==> src/rtl/ptw_arbiter.sv <==
// ptw_arbiter
//    Shares one page-table walker between the ITLB and the DTLB. A miss is
//    granted from IDLE and its address and attributes are registered. The
//    request is presented to the walker in REQ and the walk is tracked in
//    WALK. The result is then routed back to the requesting TLB as a
//    one-cycle update or fault pulse. The DTLB normally wins arbitration,
//    but a starvation counter hands the walker to a waiting ITLB after
//    STARVE_LIMIT consecutive DTLB grants. A flush drops or drains any
//    outstanding walk and is acknowledged with a single flush_ack_o pulse.
//
// Ports
//    clk_i, rst_i            clock, synchronous active-high reset
//    flush_i                 SFENCE/flush pulse
//    itlb_miss_i/vaddr_i     ITLB miss request (level) and address
//    dtlb_miss_i/vaddr_i     DTLB miss request (level) and address
//    dtlb_is_store_i         DTLB miss is caused by a store
//    ptw_req_*_o             walk request to the PTW, ptw_req_ready_i accepts
//    ptw_done_i/error_i      walk completion pulse and fault qualifier
//    itlb/dtlb_update_en_o   one-cycle refill strobes
//    itlb/dtlb_fault_o       one-cycle walk fault strobes
//    busy_o                  arbiter is not idle
//    flush_ack_o             flush complete, one-cycle pulse
module ptw_arbiter #(
   parameter int VLEN         = 39,
   parameter int STARVE_LIMIT = 4
) (
   input  logic            clk_i,
   input  logic            rst_i,
   input  logic            flush_i,
   input  logic            itlb_miss_i,
   input  logic [VLEN-1:0] itlb_vaddr_i,
   input  logic            dtlb_miss_i,
   input  logic [VLEN-1:0] dtlb_vaddr_i,
   input  logic            dtlb_is_store_i,
   output logic            ptw_req_valid_o,
   input  logic            ptw_req_ready_i,
   output logic [VLEN-1:0] ptw_req_vaddr_o,
   output logic            ptw_req_is_instr_o,
   output logic            ptw_req_is_store_o,
   input  logic            ptw_done_i,
   input  logic            ptw_error_i,
   output logic            itlb_update_en_o,
   output logic            dtlb_update_en_o,
   output logic            itlb_fault_o,
   output logic            dtlb_fault_o,
   output logic            busy_o,
   output logic            flush_ack_o
);

   typedef enum logic [1:0] {
      IDLE,
      REQ,
      WALK,
      DRAIN
   } state_e;

   localparam logic [3:0] StarveMax = 4'(STARVE_LIMIT);

   state_e          state_q, state_d;
   logic [3:0]      starveCnt_q, starveCnt_d;
   logic [VLEN-1:0] vaddr_q, vaddr_d;
   logic            isInstr_q, isInstr_d;
   logic            isStore_q, isStore_d;
   logic            iUpd_q, iUpd_d;
   logic            dUpd_q, dUpd_d;
   logic            iFault_q, iFault_d;
   logic            dFault_q, dFault_d;
   logic            flushAck_q, flushAck_d;
   logic            grantInstr;

   // The ITLB only wins when it is the sole requester or when the DTLB has
   // already been granted STARVE_LIMIT times in a row while the ITLB waited.
   assign grantInstr = itlb_miss_i && (!dtlb_miss_i || (starveCnt_q == StarveMax));

   // Next-state and result logic. Result and flush-ack strobes are computed
   // here and registered, so they appear in the cycle the FSM is back in
   // IDLE and can never overlap ptw_req_valid_o.
   always_comb begin
      state_d     = state_q;
      starveCnt_d = starveCnt_q;
      vaddr_d     = vaddr_q;
      isInstr_d   = isInstr_q;
      isStore_d   = isStore_q;
      iUpd_d      = 1'b0;
      dUpd_d      = 1'b0;
      iFault_d    = 1'b0;
      dFault_d    = 1'b0;
      flushAck_d  = 1'b0;
      unique case (state_q)
         IDLE: begin
            if (flush_i) begin
               flushAck_d = 1'b1;
            end else if (itlb_miss_i || dtlb_miss_i) begin
               state_d   = REQ;
               vaddr_d   = grantInstr ? itlb_vaddr_i : dtlb_vaddr_i;
               isInstr_d = grantInstr;
               isStore_d = !grantInstr && dtlb_is_store_i;
               if (grantInstr) begin
                  starveCnt_d = 4'd0;
               end else if (itlb_miss_i && (starveCnt_q < StarveMax)) begin
                  starveCnt_d = starveCnt_q + 4'd1;
               end
            end
         end
         REQ: begin
            // Once the walker has accepted the request, its completion
            // still has to be waited for, hence DRAIN instead of IDLE.
            if (flush_i) begin
               if (ptw_req_ready_i) begin
                  state_d = DRAIN;
               end else begin
                  state_d    = IDLE;
                  flushAck_d = 1'b1;
               end
            end else if (ptw_req_ready_i) begin
               state_d = WALK;
            end
         end
         WALK: begin
            if (ptw_done_i) begin
               state_d = IDLE;
               if (flush_i) begin
                  flushAck_d = 1'b1;
               end else begin
                  iUpd_d   = isInstr_q  && !ptw_error_i;
                  dUpd_d   = !isInstr_q && !ptw_error_i;
                  iFault_d = isInstr_q  && ptw_error_i;
                  dFault_d = !isInstr_q && ptw_error_i;
               end
            end else if (flush_i) begin
               state_d = DRAIN;
            end
         end
         DRAIN: begin
            // Further flushes are absorbed; the single ack follows the
            // completion of the discarded walk.
            if (ptw_done_i) begin
               state_d    = IDLE;
               flushAck_d = 1'b1;
            end
         end
         default: begin
            state_d = IDLE;
         end
      endcase
   end

   // State and request registers with synchronous reset.
   always_ff @(posedge clk_i) begin
      if (rst_i) begin
         state_q     <= IDLE;
         starveCnt_q <= 4'd0;
         vaddr_q     <= '0;
         isInstr_q   <= 1'b0;
         isStore_q   <= 1'b0;
         iUpd_q      <= 1'b0;
         dUpd_q      <= 1'b0;
         iFault_q    <= 1'b0;
         dFault_q    <= 1'b0;
         flushAck_q  <= 1'b0;
      end else begin
         state_q     <= state_d;
         starveCnt_q <= starveCnt_d;
         vaddr_q     <= vaddr_d;
         isInstr_q   <= isInstr_d;
         isStore_q   <= isStore_d;
         iUpd_q      <= iUpd_d;
         dUpd_q      <= dUpd_d;
         iFault_q    <= iFault_d;
         dFault_q    <= dFault_d;
         flushAck_q  <= flushAck_d;
      end
   end

   // Control outputs are masked by rst_i so they read 0 throughout reset,
   // including the first reset cycle before any clock edge has been seen.
   assign ptw_req_valid_o    = !rst_i && (state_q == REQ);
   assign ptw_req_vaddr_o    = vaddr_q;
   assign ptw_req_is_instr_o = isInstr_q;
   assign ptw_req_is_store_o = isStore_q;
   assign itlb_update_en_o   = !rst_i && iUpd_q;
   assign dtlb_update_en_o   = !rst_i && dUpd_q;
   assign itlb_fault_o       = !rst_i && iFault_q;
   assign dtlb_fault_o       = !rst_i && dFault_q;
   assign busy_o             = !rst_i && (state_q != IDLE);
   assign flush_ack_o        = !rst_i && flushAck_q;

endmodule

==> config.mk <==
export PLATFORM = sky130hd
export DESIGN_NAME = ptw_arbiter
export DESIGN_NICKNAME = d
export VERILOG_FILES = /design/src/rtl/ptw_arbiter.sv
export SDC_FILE = /design/constraint.sdc
export NUM_CORES = 1
export LEC_CHECK = 0
export ABC_AREA = 1
export CAP_MARGIN = 20
export CORE_ASPECT_RATIO = 1.2
export CORE_MARGIN = 5
export CORE_UTILIZATION = 45
export CTS_BUF_LIST = sky130_fd_sc_hd__clkbuf_16
export CTS_CLUSTER_DIAMETER = 30
export DETAILED_ROUTE_END_ITERATION = 6
export DONT_BUFFER_PORTS = 1
export PLACE_DENSITY = 0.65
export SYNTH_ARGS = -nofsm -noshare
export SYNTH_HDL_FRONTEND = slang
export SYNTH_SLANG_ARGS = --single-unit
==> constraint.sdc <==
create_clock -name clk_i -period 1.35 [get_ports clk_i]
set_input_delay 0.405 -clock clk_i [delete_from_list [all_inputs] [get_ports clk_i]]
set_output_delay 0.405 -clock clk_i [all_outputs]
set_load 0.03 [all_outputs]
**Word-level counts from Yosys, hierarchy flattened**

Index checks and enable logic that the tools add are counted.

- Logic and storage cells: 70
- Register bits after elaboration: 52
- Input bits: 87
- Output and inout bits: 48
- Bits in latches: 0
- Memory bits (read-only): 0
- Memories kept: 0
- RAM bits: 0

- $add $sub $neg: 1
- Magnitude comparators: 1
- Equal/unequal tests: 9
- Reduce and logical (&&, ||, !) cells: 28
- Mux-type cells: 18
- Multipliers: 0
- Bitwise gates (word level): 3
- Div/mod/pow operators: 0
- Shifts and indexed selects: 0

Operators with widths:

| operator | number |
|---|---|
| 2-to-1 mux 39 bit | 1 |
| 2-to-1 mux 2 bit | 8 |
| logical AND 1 bit | 14 |
| 2-to-1 mux 4 bit | 2 |
| one-hot mux 2 bit (4 select lines) | 1 |
| inequality test 2 bit, second input constant | 3 |
| inequality test 3 bit, second input constant | 2 |
| zero test 1 bit | 5 |
| 2-to-1 mux 1 bit | 5 |
| AND reduction 5 bit | 1 |
| adder 4 x 1 -> 4 bit, second input constant | 1 |
| == test 2 bit, second input constant | 2 |
| == test 4 x 3 -> 1 bit, second input constant | 1 |
| less-than comparator 4 x 3 -> 1 bit, second input constant | 1 |
| one-hot mux 1 bit (4 select lines) | 1 |
| AND reduction 4 bit | 1 |
| nonzero test 2 bit | 2 |
| OR reduction 4 bit | 1 |
| inverter 1 bit | 3 |
| AND reduction 3 bit | 1 |
| == test 2 x 1 -> 1 bit, second input constant | 1 |
| zero test 2 bit | 1 |
| logical OR 1 bit | 2 |

**Longest topological paths before layout**

Gate-level depths: netlist (run 1).

- Depth in word-level cells: 5
- Mapped depth: 10
- Depth with buffers taken out: 9

**Worst setup path before layout (run 1)**

OpenSTA, ideal clock, no wires.

- Path kind: reg2out
- Start: reg state_q[0]
- End: out busy_o
- Data required time: 945 ps
- Stages on the path, launching flop included: 4
- Arrival time: 1068 ps
- Slack: -123 ps
- Buffers on the path: 0
- Cell sequence: dfxtp_1 -> inv_1 -> ha_1 -> nor2_1

- Longest elaborated chain between the ends: 2

Ends and longest elaborated chain:

| item | RTL line | text |
|---|---|---|
| from (decl) | 59 | `state_e state_q, state_d;` |
| from (signal assigned) | 162 | `state_q <= state_d;` |
| nonzero test 2 bit | 185 | `assign busy_o = !rst_i && (state_q != IDLE);` |
| logical AND 1 bit | 185 |  |
| to (decl) | 46 | `output logic busy_o,` |

Every way passes these cells.

**Worst setup path after layout (run 1)**

- Start: reg state_q[1]
- End: reg starveCnt_q[1]

- Longest elaborated chain between the ends: 2

Ends and longest elaborated chain:

| item | RTL line | text |
|---|---|---|
| zero test 2 bit | 89 | `unique case (state_q)` |
| AND reduction 4 bit (no line) | n/a |  |
| to (signal assigned) | 163 | `starveCnt_q <= starveCnt_d;` |
| to (decl) | 60 | `logic [3:0] starveCnt_q, starveCnt_d;` |

Every way passes these cells.
A chain may end at the register's enable or synchronous reset.

==> flow_summary.json, run 1 <==
{
  "status": "complete, but fails checks",
  "failed_checks": "negative setup slack",
  "report.final.slew_viol_count": 0,
  "startpoint_type": "flop",
  "final_common_cell": "sky130_fd_sc_hd__nand2_1",
  "internal_power_mw": 4.33,
  "core_area_um2": 6010,
  "cts_hold_buffers": 0,
  "r2r_end": "starveCnt_q[1]",
  "cts.reportedPaths.clkPinSlew_ps": 60,
  "nNetsFinal": 531,
  "synthesis.area_um2": 2760,
  "final_hold_violation_count": 0,
  "die_y_um": 95.8,
  "n_antenna_cell": 0,
  "port_buffers": 0,
  "cts_buffer_depth": 2,
  "grt.met1_usage": 0.256,
  "maxCapViolCount": 0,
  "grtUsageMet3": 0.0590,
  "synth.distinct_cells": 20,
  "shortest_period_the_worst_path_allows_ps": 1620,
  "floorplan.rows": 31,
  "final-setup-viol-count": 45,
  "setup.worst_path.end_class": "flop",
  "n_fill_cell": 466,
  "vias": 2788,
  "multiInputGateArea_um2": 1690,
  "r2r_cells": 11,
  "timing.hold.worst.class": "in -> reg",
  "final_antenna_net_count": 0,
  "clk-insertion-delay-late_ps": 280,
  "utilization": 0.660,
  "rrSetupSlack_ps": -270,
  "drt_first_iter_violations": 147,
  "max_slew.worst_pin.slew_ps": 419,
  "ffs_latches_synth": 52,
  "crit_end": "starveCnt_q[1]",
  "setup_ws_ps": -272,
  "power_frac_comb": 0.454,
  "grt_start_max_net_pins": 44,
  "timing.rr.start": "state_q[1]",
  "timing.setup.tns_ps": -6450,
  "share_clk_of_total_power": 0.165,
  "rsz0062_at_grt": "yes",
  "synth.avg_cell_area_um2": 6.85,
  "detail_route.wl_per_cell_um": 16.6,
  "layout.area.seq_um2": 1040,
  "worst-endpoint-arrival_ps": 1800,
  "wire_length_of_the_first_global_routing_pass_mm": 13.2,
  "share_of_total_power_in_sequential_cells": 0.381,
  "holdPathStages": 1,
  "dpl.cell_count": 487,
  "switching_share_of_total_power": 0.396,
  "globalRoute.totalOverflow": 0,
  "layout_worst_path_cycle_share": 1.20,
  "cts_num_sinks": 52,
  "cellPowerDensity_nw_per_um2": 1810,
  "cts-buffers-inserted": 5,
  "dieArea_um2": 7810,
  "h-tree-depth": 2,
  "finalClockSkew_ps": 4.08,
  "fp.dieW_um": 81.5,
  "critPathLaunch": "state_q[1]",
  "cp_max_fo": 5,
  "clock_tree.root_cell": "sky130_fd_sc_hd__clkbuf_16",
  "total_power_mw": 7.16,
  "routed_wirelength_mm": 8.62,
  "grt_usage": 0.217,
  "dpl_wire_length_mm": 5.13,
  "power.switching_mw": 2.84,
  "layout-area-overhead-vs-synth_pct": 43.6,
  "num_io_pins": 135,
  "leakage_nw": 1.85,
  "max_freq_ghz": 0.616,
  "worst_slew_margin_rel": 0.720,
  "grt_busiest_layer": "met2",
  "fraction_of_final_layout_cells_sized_beyond_drive_strength_1": 0.297,
  "place_congestion": 0.779,
  "initial_utilization": 0.459,
  "net_count_after_synthesis": 497,
  "remaining_drc_errors": 0,
  "ys_warn_count": 0,
  "data_required_time_at_the_worst_endpoint_ps": 1530,
  "grt_pass1_vias": 2721,
  "finalNonFillerCells": 519,
  "fraction_of_the_yosys_area_taken_by_sequential_cells": 0.377,
  "power.ir.vdd_worst_mv": 0.925,
  "number_of_antenna_violations_at_the_first_check_in_global_routing": 0,
  "mostFrequentLayoutCells": "sky130_fd_sc_hd__nand2_1, sky130_fd_sc_hd__inv_1, sky130_fd_sc_hd__dfxtp_1, sky130_fd_sc_hd__nand3_1, sky130_fd_sc_hd__nand3_2",
  "vias_per_cell": 5.37,
  "netlist_instances": 403,
  "grtUsageMet2": 0.370,
  "setup.worst_path.class": "reg -> reg",
  "detail_route.first_pass.iterations": 6,
  "tritoncts": "yes"
}
==> what timing repair did <==
| item | in CTS | in global routing |
|---|---|---|
| gates cloned | 9 | 4 |
| setup endpoints to repair | 49 | 53 |
| hold endpoints to repair | 0 | 0 |
| buffers inserted | 15 | 2 |
| resized for setup | 73 | 27 |
| pin swaps | 65 | 22 |
==> synthesized netlist by cell type, drive strengths merged <==
library cell   n  area share
nand4          4      0.0091
nand2         94        0.13
xor2           1      0.0032
clkinv         1      0.0014
nand3         88        0.16
o21ai          4      0.0072
nor2          14       0.020
nor3           5       0.013
dfxtp         52        0.38
clkbuf        12       0.016
buf           15       0.032
ha             7       0.032
inv           59       0.080
a21oi          7       0.013
o211ai         1      0.0027
o21a          39        0.11
==> layout make-up <==
cell class	instances	share of cell area
well taps	82	0.0259
repair buffers	54	0.194
flip-flops and latches	52	0.263
inverters	60	0.0568
clock buffers	5	0.0316
multi-input cells	264	0.426
clock inverters	2	0.00189
==> per-layer routing <==
layer / wire [um] / up-vias
li1: - / 1360
met1: 3340 / 1299
met2: 4400 / 109
met3: 641 / 20
met4: 239 / 0
met5: 0 / -
==> how the worst min path moves through the flow <==
| stage | start | endpoint | slack [ps] |
|---|---|---|---|
| after floorplan | starveCnt_q[3] | starveCnt_q[3] | 430 |
| after global placement | starveCnt_q[3] | starveCnt_q[3] | 440 |
| after detailed placement | starveCnt_q[3] | starveCnt_q[3] | 450 |
| after CTS | rst_i | ptw_req_is_instr_o | 170 |
| after global routing | rst_i | ptw_req_is_instr_o | 160 |
| final | rst_i | starveCnt_q[2] | 180 |
==> registers in the layout, summed over array words and instances (netlist names) <==
register            cells
dFault_q                1
dUpd_q                  1
starveCnt_q             4
state_q                 2
ptw_req_is_store_o      1
flushAck_q              1
ptw_req_vaddr_o        39
iUpd_q                  1
iFault_q                1
ptw_req_is_instr_o      1
==> through the flow <==
stage	setup WS, ps	area [um^2]	hold WS, ps
6_report	-272	3970	177
5_1_grt	-350	3970	161
4_1_cts	-237	3860	166
3_5_place_dp	-108	3040	451
3_3_place_gp	-61.6	3040	439
2_1_floorplan	-86.4	2810	429
==> worst max-delay path, cell delays in order, from the launching register on <==
cell and delay (ps):
sky130_fd_sc_hd__dfxtp_2 330, sky130_fd_sc_hd__inv_2 80, sky130_fd_sc_hd__ha_4 140, sky130_fd_sc_hd__inv_2 40, sky130_fd_sc_hd__nor3_4 200, sky130_fd_sc_hd__buf_6 160
sky130_fd_sc_hd__buf_12 110, sky130_fd_sc_hd__buf_8 100, sky130_fd_sc_hd__buf_6 100, sky130_fd_sc_hd__nand3_4 100, sky130_fd_sc_hd__nand3_2 90, sky130_fd_sc_hd__a21oi_1 60
==> power by group through the flow <==
stage	Combinational [mW]	Sequential, mW	Clock [mW]
6_report	3.25	2.73	1.18
4_1_cts	3.13	2.73	1.22
5_1_grt	3.55	2.76	1.27
3_5_place_dp	1.92	2.76	0
2_1_floorplan	1.44	2.67	0
3_3_place_gp	1.87	2.75	0
==> cells by family (layout without fill, tap and decap cells) <==
kind of cell | after synthesis | after routing | synth area share
AND/OR/NAND/NOR | 205 | 205 | 0.329
buffers and inverters | 87 | 121 | 0.130
flip-flops | 52 | 52 | 0.377
AO/OA/AOI/OAI | 51 | 51 | 0.129
adder cells (fa/ha/maj) | 7 | 7 | 0.0317
XOR/XNOR | 1 | 1 | 0.00317
Note: power is estimated with default switching activity, not from simulation.
==> run 2, diff against run 1 <==
- CORE_UTILIZATION: 45 -> 30
- PLACE_DENSITY: 0.65 -> 0.48
==> flow_summary.json, run 2 (synthesis gave the netlist of run 1 again) <==
{
  "tritoncts": "yes",
  "final_common_cell": "sky130_fd_sc_hd__nand2_1",
  "mostFrequentLayoutCells": "sky130_fd_sc_hd__nand2_1, sky130_fd_sc_hd__inv_1, sky130_fd_sc_hd__dfxtp_1, sky130_fd_sc_hd__nand3_1, sky130_fd_sc_hd__nand3_2",
  "cts_buffer_depth": 2,
  "setup_ws_ps": -228,
  "layout_worst_path_cycle_share": 1.17,
  "vias_per_cell": 4.77,
  "startpoint_type": "flop",
  "cts_num_sinks": 52,
  "clock_tree.root_cell": "sky130_fd_sc_hd__clkbuf_16",
  "n_antenna_cell": 0,
  "dieArea_um2": 11200,
  "dp_slack_ps": -140,
  "wire_length_of_the_first_global_routing_pass_mm": 13.1,
  "grt_pass1_vias": 2706,
  "place_congestion": 0.749,
  "grt_usage": 0.142,
  "timing.hold.worst.class": "in -> reg",
  "hold_path_startpoint": "rst_i",
  "globalRoute.totalOverflow": 0,
  "data_required_time_at_the_worst_endpoint_ps": 950,
  "switching_share_of_total_power": 0.386,
  "power.switching_mw": 2.73,
  "failed_checks": "negative setup slack",
  "max_freq_ghz": 0.634,
  "port_buffers": 0,
  "max_slew.worst_pin.slew_ps": 423,
  "report.final.slew_viol_count": 0,
  "share_clk_of_total_power": 0.198,
  "rrSetupSlack_ps": -120,
  "layout-area-overhead-vs-synth_pct": 41.9,
  "remaining_drc_errors": 0,
  "nNetsFinal": 528,
  "worst_slew_margin_rel": 0.718,
  "layout.area.seq_um2": 1040,
  "detail_route.first_pass.iterations": 5,
  "largest_reg_flops": 39,
  "dpl_wire_length_mm": 5.53,
  "hold_slack_ps": 175,
  "internal_power_mw": 4.34,
  "status": "complete, but fails checks",
  "cts_hold_buffers": 0,
  "clk-insertion-delay-late_ps": 280,
  "number_of_antenna_violations_at_the_first_check_in_global_routing": 0,
  "cellPowerDensity_nw_per_um2": 1800,
  "drt_first_iter_violations": 93,
  "power.ir.vdd_worst_mv": 0.712,
  "fraction_of_final_layout_cells_sized_beyond_drive_strength_1": 0.306,
  "r2r_end": "ptw_req_vaddr_o[29]",
  "power_frac_comb": 0.415,
  "grt_start_max_net_pins": 44,
  "worst-endpoint-arrival_ps": 1170,
  "setup.worst_path.class": "reg -> out",
  "detail_route.wl_per_cell_um": 14.4,
  "r2r_cells": 10,
  "cts.reportedPaths.clkPinSlew_ps": 70,
  "timing.rr.start": "state_q[1]",
  "floorplan.rows": 38,
  "shortest_period_the_worst_path_allows_ps": 1580,
  "maxCapViolCount": 0,
  "core_area_um2": 9030,
  "initial_utilization": 0.306,
  "cp_max_fo": 3,
  "final_hold_violation_count": 0,
  "rsz0062_at_grt": "yes",
  "setup.worst_path.end_class": "output pin",
  "num_io_pins": 135,
  "holdPathStages": 1,
  "share_of_total_power_in_sequential_cells": 0.386,
  "cts-buffers-inserted": 5,
  "n_fill_cell": 937,
  "leakage_nw": 1.82,
  "finalClockSkew_ps": 4.07,
  "routed_wirelength_mm": 7.97,
  "h-tree-depth": 2,
  "final_antenna_net_count": 0,
  "final-setup-viol-count": 48,
  "die_y_um": 115,
  "timing.hold.worst_endpoint": "ptw_req_is_instr_o",
  "multiInputGateArea_um2": 1700,
  "fp.dieW_um": 97.6,
  "vias": 2649
}
==> run 2: worst max-delay path: stages (launching register included) <==
cell                      delay [ps]
sky130_fd_sc_hd__dfxtp_2         320
sky130_fd_sc_hd__inv_2            80
sky130_fd_sc_hd__buf_6           110
sky130_fd_sc_hd__ha_4            120
sky130_fd_sc_hd__inv_2            40
sky130_fd_sc_hd__nor2_2           80
sky130_fd_sc_hd__buf_6           140
==> run 2: area by class of cell <==
type / instances / share of cell area
clock buffers: 5 / 0.0319
clock inverters: 3 / 0.00990
inverters: 60 / 0.0575
multi-input cells: 264 / 0.434
flip-flops and latches: 52 / 0.267
well taps: 120 / 0.0383
repair buffers: 51 / 0.162
==> run 2: layer usage <==
metal  vias to the layer above  global-route usage  part of all wire
li1                       1344                   -                 -
met1                      1220               0.157              0.38
met2                        76               0.263              0.53
met3                         9              0.0431             0.073
met4                         0              0.0425             0.015
met5                         -                   0                 0
==> run 2: timing repair <==
item                                    4_1_cts  5_1_grt
pin swaps                                    45       50
hold endpoints to repair                      0        0
buffers inserted                             16        3
endpoints found under the setup margin       48       51
gates resized for setup                      75       32
cloned                                        7        0
==> run 2: per-stage QoR <==
step	TNS, ps	power [mW]	util	std cells	instance area (um^2)
floorplan	-682	4.11	-	403	2810
CTS	-7730	7.36	0.439	561	3960
finish	-4140	7.07	0.434	555	3920
global route	-8910	7.54	0.434	555	3920
detailed placement	-4480	4.74	0.348	530	3140
global placement	-3720	4.71	0.348	530	3140
==> run 2: how the worst max path moves through the flow <==
stage                   start            endpoint  slack, ps  cells past startpoint
2_1_floorplan           rst_i        dtlb_fault_o        -90                      2
3_3_place_gp   starveCnt_q[0]  ptw_req_vaddr_o[5]       -130                     10
3_5_place_dp   starveCnt_q[0]  ptw_req_vaddr_o[6]       -140                     10
4_1_cts            state_q[1]     ptw_req_valid_o       -250                      6
5_1_grt            state_q[1]     ptw_req_valid_o       -270                      6
6_report           state_q[1]     ptw_req_valid_o       -230                      6
==> run 2: power by group through the flow <==
stage / Clock (mW) / Combinational, mW / Sequential, mW
after global placement: 0 / 1.95 / 2.76
after global routing: 1.51 / 3.25 / 2.77
after detailed placement: 0 / 1.98 / 2.76
after floorplan: 0 / 1.44 / 2.67
after CTS: 1.46 / 3.16 / 2.74
final: 1.40 / 2.94 / 2.73
